<file path="src/rtl/pc_unit_pkg.sv">
// pc_unit_pkg: shared definitions for the program-counter unit.
//   - next-PC source encoding (next_sel_e) used by pc_unit and its benches
//   - default parameter values for the PC datapath
package pc_unit_pkg;

  typedef enum logic [1:0] {
    SEL_SEQ    = 2'd0,
    SEL_BRANCH = 2'd1,
    SEL_JUMP   = 2'd2,
    SEL_RET    = 2'd3
  } next_sel_e;

  localparam int PC_W_DEF      = 16;
  localparam int INC_DEF       = 1;
  localparam int RAS_DEPTH_DEF = 4;

endpackage

</file>
<file path="src/rtl/pc_ras.sv">
// pc_ras: circular return-address stack (LIFO) for pc_unit.
// Ports:
//   clk, reset        clock, async active-high reset
//   push, pop         one operation per cycle; push wins if both are set
//   push_data         return address to store
//   top_data          most recently pushed valid entry (combinational)
//   empty, full       occupancy, derived from the registered count
//   ovf, unf          sticky: push while full / pop while empty
// A push while full overwrites the oldest entry, so the newest entry is
// always available. RAS_DEPTH must be a power of two, at least 2.
module pc_ras #(
  parameter int PC_W      = 16,
  parameter int RAS_DEPTH = 4
) (
  input  logic            clk,
  input  logic            reset,
  input  logic            push,
  input  logic            pop,
  input  logic [PC_W-1:0] push_data,
  output logic [PC_W-1:0] top_data,
  output logic            empty,
  output logic            full,
  output logic            ovf,
  output logic            unf
);
  localparam int PTR_W = $clog2(RAS_DEPTH);
  localparam int CNT_W = PTR_W + 1;
  localparam logic [CNT_W-1:0] CNT_MAX = CNT_W'(RAS_DEPTH);

  logic [PC_W-1:0]  mem [RAS_DEPTH];
  logic [PTR_W-1:0] wr_ptr;   // next free slot; top entry sits just below
  logic [PTR_W-1:0] top_ptr;
  logic [CNT_W-1:0] count;

  assign top_ptr  = wr_ptr - PTR_W'(1);
  assign top_data = mem[top_ptr];
  assign empty    = (count == '0);
  assign full     = (count == CNT_MAX);

  // Entries carry no reset; they are only read once count says they are valid.
  always_ff @(posedge clk) begin
    if (push) begin
      mem[wr_ptr] <= push_data;
    end
  end

  always_ff @(posedge clk or posedge reset) begin
    if (reset) begin
      wr_ptr <= '0;
      count  <= '0;
      ovf    <= 1'b0;
      unf    <= 1'b0;
    end else if (push) begin
      // Pointer wraps naturally, so a push while full replaces the oldest entry.
      wr_ptr <= wr_ptr + PTR_W'(1);
      if (full) begin
        ovf <= 1'b1;
      end else begin
        count <= count + CNT_W'(1);
      end
    end else if (pop) begin
      if (empty) begin
        unf <= 1'b1;
      end else begin
        wr_ptr <= wr_ptr - PTR_W'(1);
        count  <= count - CNT_W'(1);
      end
    end
  end

endmodule

</file>
<file path="src/rtl/pc_unit.sv">
// pc_unit: program counter with next-PC select and a return-address stack.
// Ports:
//   clk, reset        clock, async active-high reset (pc <- RESET_VEC)
//   pc_write          update enable; 0 freezes pc, RAS and flags
//   next_sel          0 SEQ, 1 BRANCH, 2 JUMP, 3 RET
//   branch_target     BRANCH destination
//   jump_target       JUMP destination, and RET destination when RAS is empty
//   link              with JUMP, push pc+INC onto the RAS
//   pc                current PC (registered)
//   pc_plus_inc       pc+INC, combinational, wraps modulo 2^PC_W
//   ras_empty/full    RAS occupancy
//   ras_ovf/ras_unf   sticky RAS overflow / underflow
// Optional (macro PC_UNIT_HISTORY_EN):
//   prev_pc           pc before the most recent update (reset RESET_VEC)
//   upd_cnt           number of updates, wrapping 32-bit counter
module pc_unit
  import pc_unit_pkg::*;
#(
  parameter int              PC_W      = PC_W_DEF,
  parameter logic [PC_W-1:0] RESET_VEC = '0,
  parameter int              INC       = INC_DEF,
  parameter int              RAS_DEPTH = RAS_DEPTH_DEF
) (
  input  logic            clk,
  input  logic            reset,
  input  logic            pc_write,
  input  logic [1:0]      next_sel,
  input  logic [PC_W-1:0] branch_target,
  input  logic [PC_W-1:0] jump_target,
  input  logic            link,
  output logic [PC_W-1:0] pc,
  output logic [PC_W-1:0] pc_plus_inc,
  output logic            ras_empty,
  output logic            ras_full,
  output logic            ras_ovf,
  output logic            ras_unf
`ifdef PC_UNIT_HISTORY_EN
  ,
  output logic [PC_W-1:0] prev_pc,
  output logic [31:0]     upd_cnt
`endif
);
  next_sel_e       sel;
  logic [PC_W-1:0] pc_next;
  logic [PC_W-1:0] ras_top;
  logic            ras_push;
  logic            ras_pop;

  assign sel         = next_sel_e'(next_sel);
  assign pc_plus_inc = pc + PC_W'(INC);

  // link only matters on JUMP; a RET on an empty stack still reaches the RAS
  // so that it can record the underflow.
  assign ras_push = pc_write && (sel == SEL_JUMP) && link;
  assign ras_pop  = pc_write && (sel == SEL_RET);

  always_comb begin
    pc_next = pc_plus_inc;
    case (sel)
      SEL_SEQ:    pc_next = pc_plus_inc;
      SEL_BRANCH: pc_next = branch_target;
      SEL_JUMP:   pc_next = jump_target;
      SEL_RET:    pc_next = ras_empty ? jump_target : ras_top;
      default:    pc_next = pc_plus_inc;
    endcase
  end

  always_ff @(posedge clk or posedge reset) begin
    if (reset) begin
      pc <= RESET_VEC;
    end else if (pc_write) begin
      pc <= pc_next;
    end
  end

  pc_ras #(
    .PC_W      (PC_W),
    .RAS_DEPTH (RAS_DEPTH)
  ) u_ras (
    .clk       (clk),
    .reset     (reset),
    .push      (ras_push),
    .pop       (ras_pop),
    .push_data (pc_plus_inc),
    .top_data  (ras_top),
    .empty     (ras_empty),
    .full      (ras_full),
    .ovf       (ras_ovf),
    .unf       (ras_unf)
  );

`ifdef PC_UNIT_HISTORY_EN
  always_ff @(posedge clk or posedge reset) begin
    if (reset) begin
      prev_pc <= RESET_VEC;
      upd_cnt <= '0;
    end else if (pc_write) begin
      prev_pc <= pc;
      upd_cnt <= upd_cnt + 32'd1;
    end
  end
`endif

endmodule

</file>
<file path="config.mk">
export PLATFORM = sky130hd
export DESIGN_NAME = pc_unit
export DESIGN_NICKNAME = d
export VERILOG_FILES = /design/src/rtl/pc_unit_pkg.sv /design/src/rtl/pc_ras.sv /design/src/rtl/pc_unit.sv
export SDC_FILE = /design/constraint.sdc
export NUM_CORES = 1
export LEC_CHECK = 0
export CAP_MARGIN = 20
export CORE_MARGIN = 4
export CORE_UTILIZATION = 50
export CTS_CLUSTER_DIAMETER = 60
export DETAILED_ROUTE_END_ITERATION = 6
export PLACE_DENSITY = 0.87
export SLEW_MARGIN = 20
export SYNTH_ARGS = -nofsm -noshare
export SYNTH_HDL_FRONTEND = slang
export SYNTH_SLANG_ARGS = --single-unit
</file>
<file path="constraint.sdc">
create_clock -name clk -period 3.6 [get_ports clk]
set_input_delay 0.72 -clock clk [delete_from_list [all_inputs] [get_ports clk]]
set_output_delay 0.72 -clock clk [all_outputs]
set_load 0.05 [all_outputs]
</file>
; After elaboration in Yosys (flattened, before gate mapping)
; Memory sizes are Yosys's and may differ from the RTL's.
; Cells that the tools add are included.
[classes]
addsub = 5
multipliers = 0
div_mod_pow = 0
order_cmp = 0
eq_ne = 6
n_shift = 0
mux = 11
n_bitwise = 1
n_reduce_logical = 10
[ops]
columns = cell, n
row1 = 16-bit one-hot mux with 4 select lines, 1
row2 = 16-bit by 1-bit adder with 16-bit output (second input constant), 1
row3 = 16-bit two-way mux, 1
row4 = 3-bit two-way mux, 4
row5 = 2-bit two-way mux, 3
row6 = 3-bit AND reduction, 2
row7 = 2-bit equality test (second input constant), 2
row8 = 2-bit AND reduction, 2
row9 = 3-bit by 1-bit adder with 3-bit output (second input constant), 1
row10 = 3-bit equality test (second input constant), 1
row11 = 1-bit logical AND, 3
row12 = 3-bit logical NOT, 1
row13 = 3-bit by 1-bit subtractor with 3-bit output (second input constant), 1
row14 = 2-bit by 1-bit adder with 2-bit output (second input constant), 1
row15 = 2-bit by 1-bit equality test with 1-bit output (second input constant), 1
row16 = 2-bit logical NOT, 1
row17 = 1-bit two-way mux, 2
row18 = 2-bit by 1-bit inequality test with 1-bit output (second input constant), 1
row19 = 2-bit inequality test (second input constant), 1
row20 = 2-bit nonzero test, 1
row21 = 2-bit by 1-bit subtractor with 2-bit output (second input constant), 1
row22 = 1-bit inverter, 1
[word_totals]
reg_bits = 23
latch_bits = 0
ramBits = 64
romBits = 0
inputBits = 38
output_inout_bits = 36
mem_count = 1
[memory_table]
columns = memory, depth, width, rd, rd_clocked_by_memory_dff, write_ports, line_no
row1 = u_ras.mem, 4, 16, 1, 0, 1, pc_ras.sv:30  ; logic [PC_W-1:0] mem [RAS_DEPTH];

; Longest topological paths before layout
[depth]
depth_word = 5
ltp_mapped = 10
ltp_nobuf = 6

; Hierarchy
; From an unflattened synthesis, not the netlist that was laid out.
[unflattened]
cells_unflattened = 324
hier_area_um2 = 4292.9
[by_module_without_submodules]
columns = mod, n_inst, cells_each, area_per_inst_um2, seq_area_each_um2
row1 = pc_ras, 1, 136, 2778.9, 2097.0
row2 = pc_unit, 1, 188, 1514.0, 400.4

; Worst setup path before layout
; OpenSTA, ideal clock, no wires.
[synth_timing]
path_type = register to output
startpoint = reg pc[6]
endpoint = out pc_plus_inc[15]
t_arrival_ps = 2528
required_ps = 2880
path_slack_ps = 352
path_stages_with_launch = 5
cell_sequence = dfrtp_1 > nand4_4 > nor4_2 > nand3_1 > xnor2_1
[synth_via]
elab_chain_len = 1
[synth_rtl]
columns = item, line_no
row1 = "start, declared", pc_unit.sv:31  ; output logic [PC_W-1:0] pc,
row2 = "start signal, assigned", pc_unit.sv:72  ; pc <= pc_next;
row3 = 16-bit by 1-bit adder with 16-bit output, pc_unit.sv:50  ; assign pc_plus_inc = pc + PC_W'(INC);
row4 = "end, declared", pc_unit.sv:32  ; output logic [PC_W-1:0] pc_plus_inc,
; Every way passes these cells.

; Worst setup path after layout
[layout_timing]
startpoint = reg pc[0]
endpoint = out pc_plus_inc[8]
; The elaborated chain is that of the path after synthesis.

==> impl_metrics.json <==
{
  "setup_viol": 0,
  "wl_mm": 11.2,
  "grt_pass1_wl_mm": 17.2,
  "yosys.area_share.simple_pct": 10.6,
  "diodes": 0,
  "ant_nets": 0,
  "cts_buffers": 9,
  "ios": 74,
  "synth-edff-count": 64,
  "cp_data_arrival_time_ns": 2.72,
  "critPathMaxStageDelay_ns": 0.72,
  "overflow": 0,
  "tns_ns": 0,
  "post_cts_buffers": 0,
  "fin_crit_ns": 3.44,
  "cts_tree": "built",
  "gp_congestion": 0.912,
  "first_pass_iters": 4,
  "syn_avg_cell_area_sq_um": 13.8,
  "hp-class": "register to register",
  "layout-drive-gt1-share_pct": 16.1,
  "slew_viol_final": 0,
  "final_core_util_pct": 64.1,
  "synthAdderAreaFrac_pct": 1.74,
  "synthMuxAreaShare_pct": 9.13,
  "rsz0062_at_grt": "no",
  "htree_levels": 3,
  "mappedNetlistArea_sq_um": 4320,
  "grt_use_total_pct": 22.8,
  "p_sw_w": 0.00163,
  "grt_antenna_before_repair": 0,
  "grt_start_max_net_pins": 29,
  "p_comb_share_pct": 45.6,
  "dp_cells": 481,
  "hold_slack_ns": 0.459,
  "tightest_slew_ns": 0.945,
  "clkTransAtPathRegs_ns": 0.08,
  "worstPathCellList": "ha_1 > nand3_1 > o21a_1 > or2_2 > clkdlybuf4s50_1",
  "synth_compound_area_share_pct": 12.9,
  "final_common_cell": "clkdlybuf4s50_1",
  "cts_sinks": 87,
  "clock_latency_ns": 0.37,
  "ys_types": 62,
  "p_seq_share_pct": 36.1,
  "layout_common_cells": "clkdlybuf4s50_1 (65), edfxtp_1 (64), dfrtp_1 (23), nand2_1 (21), mux4_2 (16)",
  "ys_ff_latch": 87,
  "netlist_instances": 312,
  "path_max_fanout": 9,
  "clk_path_buf_depth": 2,
  "yosysSeqAreaShare_pct": 57.8,
  "drt-wirelength-per-cell_um": 22.5,
  "status": "finished, final reports clean",
  "synth_fp_nets": 356,
  "finalNetCount": 431,
  "vias": 3091,
  "finalPower_w": 0.00398,
  "die_area_sq_um": 10200,
  "cts-root-buf": "clkbuf_8",
  "cp_slowest_cell": "clkdlybuf4s50_1",
  "min_period_over_period_pct": 95.5,
  "p_sw_share_pct": 40.9,
  "power.leakage_nw": 1.89,
  "synth_top_family_by_area": "compound AO/OA/AOI/OAI gates",
  "cts_hold_buf": 0,
  "dp_hpwl_mm": 7.69,
  "viasPerCell": 6.22,
  "drtIter0Drc": 280,
  "cap_violations": 0,
  "relSlewSlack_pct": 36.9,
  "criticalPathCategory": "register to output pin",
  "critPathRequiredTime_ns": 2.88,
  "fmax_mhz": 291,
  "synth-xor-area-share_pct": 3.04,
  "die_width_um": 101,
  "port_buffers": 73,
  "syn_to_final_growth_pct": 23.1,
  "drc": 0,
  "instances_no_fill": 497,
  "synth_flop_cell": "edfxtp_1",
  "internal_power_w": 0.00235,
  "rows": 33,
  "final-hold-violation-count": 0,
  "ys_async_sr_fraction_pct": 26.4,
  "p_per_area_nw_per_um2": 748,
  "start_util_pct": 52.0,
  "synth_warnings": 0,
  "grt_pass1_vias": 3060,
  "core_area_sq_um": 8300,
  "chipHeight_um": 101,
  "start_kind": "register",
  "clkPwrFrac_pct": 18.3,
  "end_kind": "output pin",
  "clock_skew_ns": 0.0120,
  "peakVddDrop_v": 0.000576
}
==> synth_stat cells (7+ instances only) <==
library cell | n | area share (%)
edfxtp_1 | 64 | 44
mux4_2 | 16 | 8.3
xnor2_1 | 9 | 1.8
o21ai_0 | 7 | 0.81
nor3_1 | 10 | 1.2
dfrtp_1 | 23 | 13
nand3_1 | 12 | 1.4
inv_1 | 12 | 1.0
nand2_1 | 21 | 1.8
a21oi_1 | 7 | 0.81
nor2_1 | 7 | 0.61
o22ai_1 | 15 | 2.2
buf_6 | 7 | 1.8
==> critical path, delay by kind of cell, from the launching register on <==
kind	cells	cell delay [ns]
flops	1	0.50
fa+ha+maj	1	0.42
buf+inv	1	0.72
compound gates	1	0.21
simple gates	2	0.50
==> power by group through the flow <==
stage	registers (W)	clock network (W)	logic, W
2_1_floorplan	0.00160	0	0.00116
3_3_place_gp	0.00144	0	0.00178
3_5_place_dp	0.00145	0	0.00182
4_1_cts	0.00143	0.000736	0.00183
5_1_grt	0.00145	0.000781	0.00192
6_report	0.00144	0.000727	0.00182
==> registers in the layout, indices dropped and copies added (netlist names) <==
register / count
pc: 16
u_ras.count: 3
u_ras.mem: 64
u_ras.ovf: 1
u_ras.unf: 1
u_ras.wr_ptr: 2
==> final cells by class <==
cell class | count | area (sq um)
Timing Repair Buffer | 85 | 826
Fill cell | 614 | 2980
Multi-Input combinational cell | 192 | 1620
Tap cell | 105 | 131
Clock buffer | 11 | 131
Sequential cell | 87 | 2500
Clock inverter | 5 | 72.6
Inverter | 12 | 45.0
==> path summary, 6_finish.rpt <==
kind	startpoint	slack, ns	depth (start not counted)	end
min in group asynchronous	reset	0.86	2	u_ras.count[1]
max in group asynchronous	reset	2.15	2	pc[2]
worst min register to register	u_ras.ovf	0.46	1	u_ras.ovf
worst max-delay path	pc[0]	0.16	5	pc_plus_inc[8]
worst min-delay path	u_ras.ovf	0.46	1	u_ras.ovf
worst max register to register	u_ras.wr_ptr[1]	1.14	6	pc[13]
==> cells by family (layout without fill, tap and decap cells) <==
logic type,Yosys count,after routing
mux,19,19
fa+ha+maj,6,6
buf+inv,33,113
compound gates,74,74
simple gates,78,78
xor+xnor,15,15
flops,87,87
==> stage by stage <==
step                instance area, sq um  worst slack [ns]
floorplan                           4320             0.352
global placement                    5100             0.527
detailed placement                  5100             0.452
CTS                                 5310            0.0545
global route                        5320            0.0614
finish                              5320             0.162
==> metal layers <==
metal | GRT usage, % | up-vias | part of all wire (%)
li1 | - | 1385 | -
met5 | 0 | - | 0
met2 | 36.3 | 134 | 48
met1 | 30.9 | 1557 | 41
met4 | 7.26 | 0 | 1.6
met3 | 5.61 | 15 | 8.7
==> repair_timing <==
action | in CTS | in global routing
setup endpoints to repair | 0 | 5
hold endpoints to repair | 0 | 0
resized for setup | 0 | 5
(Power assumes the default switching activity.)
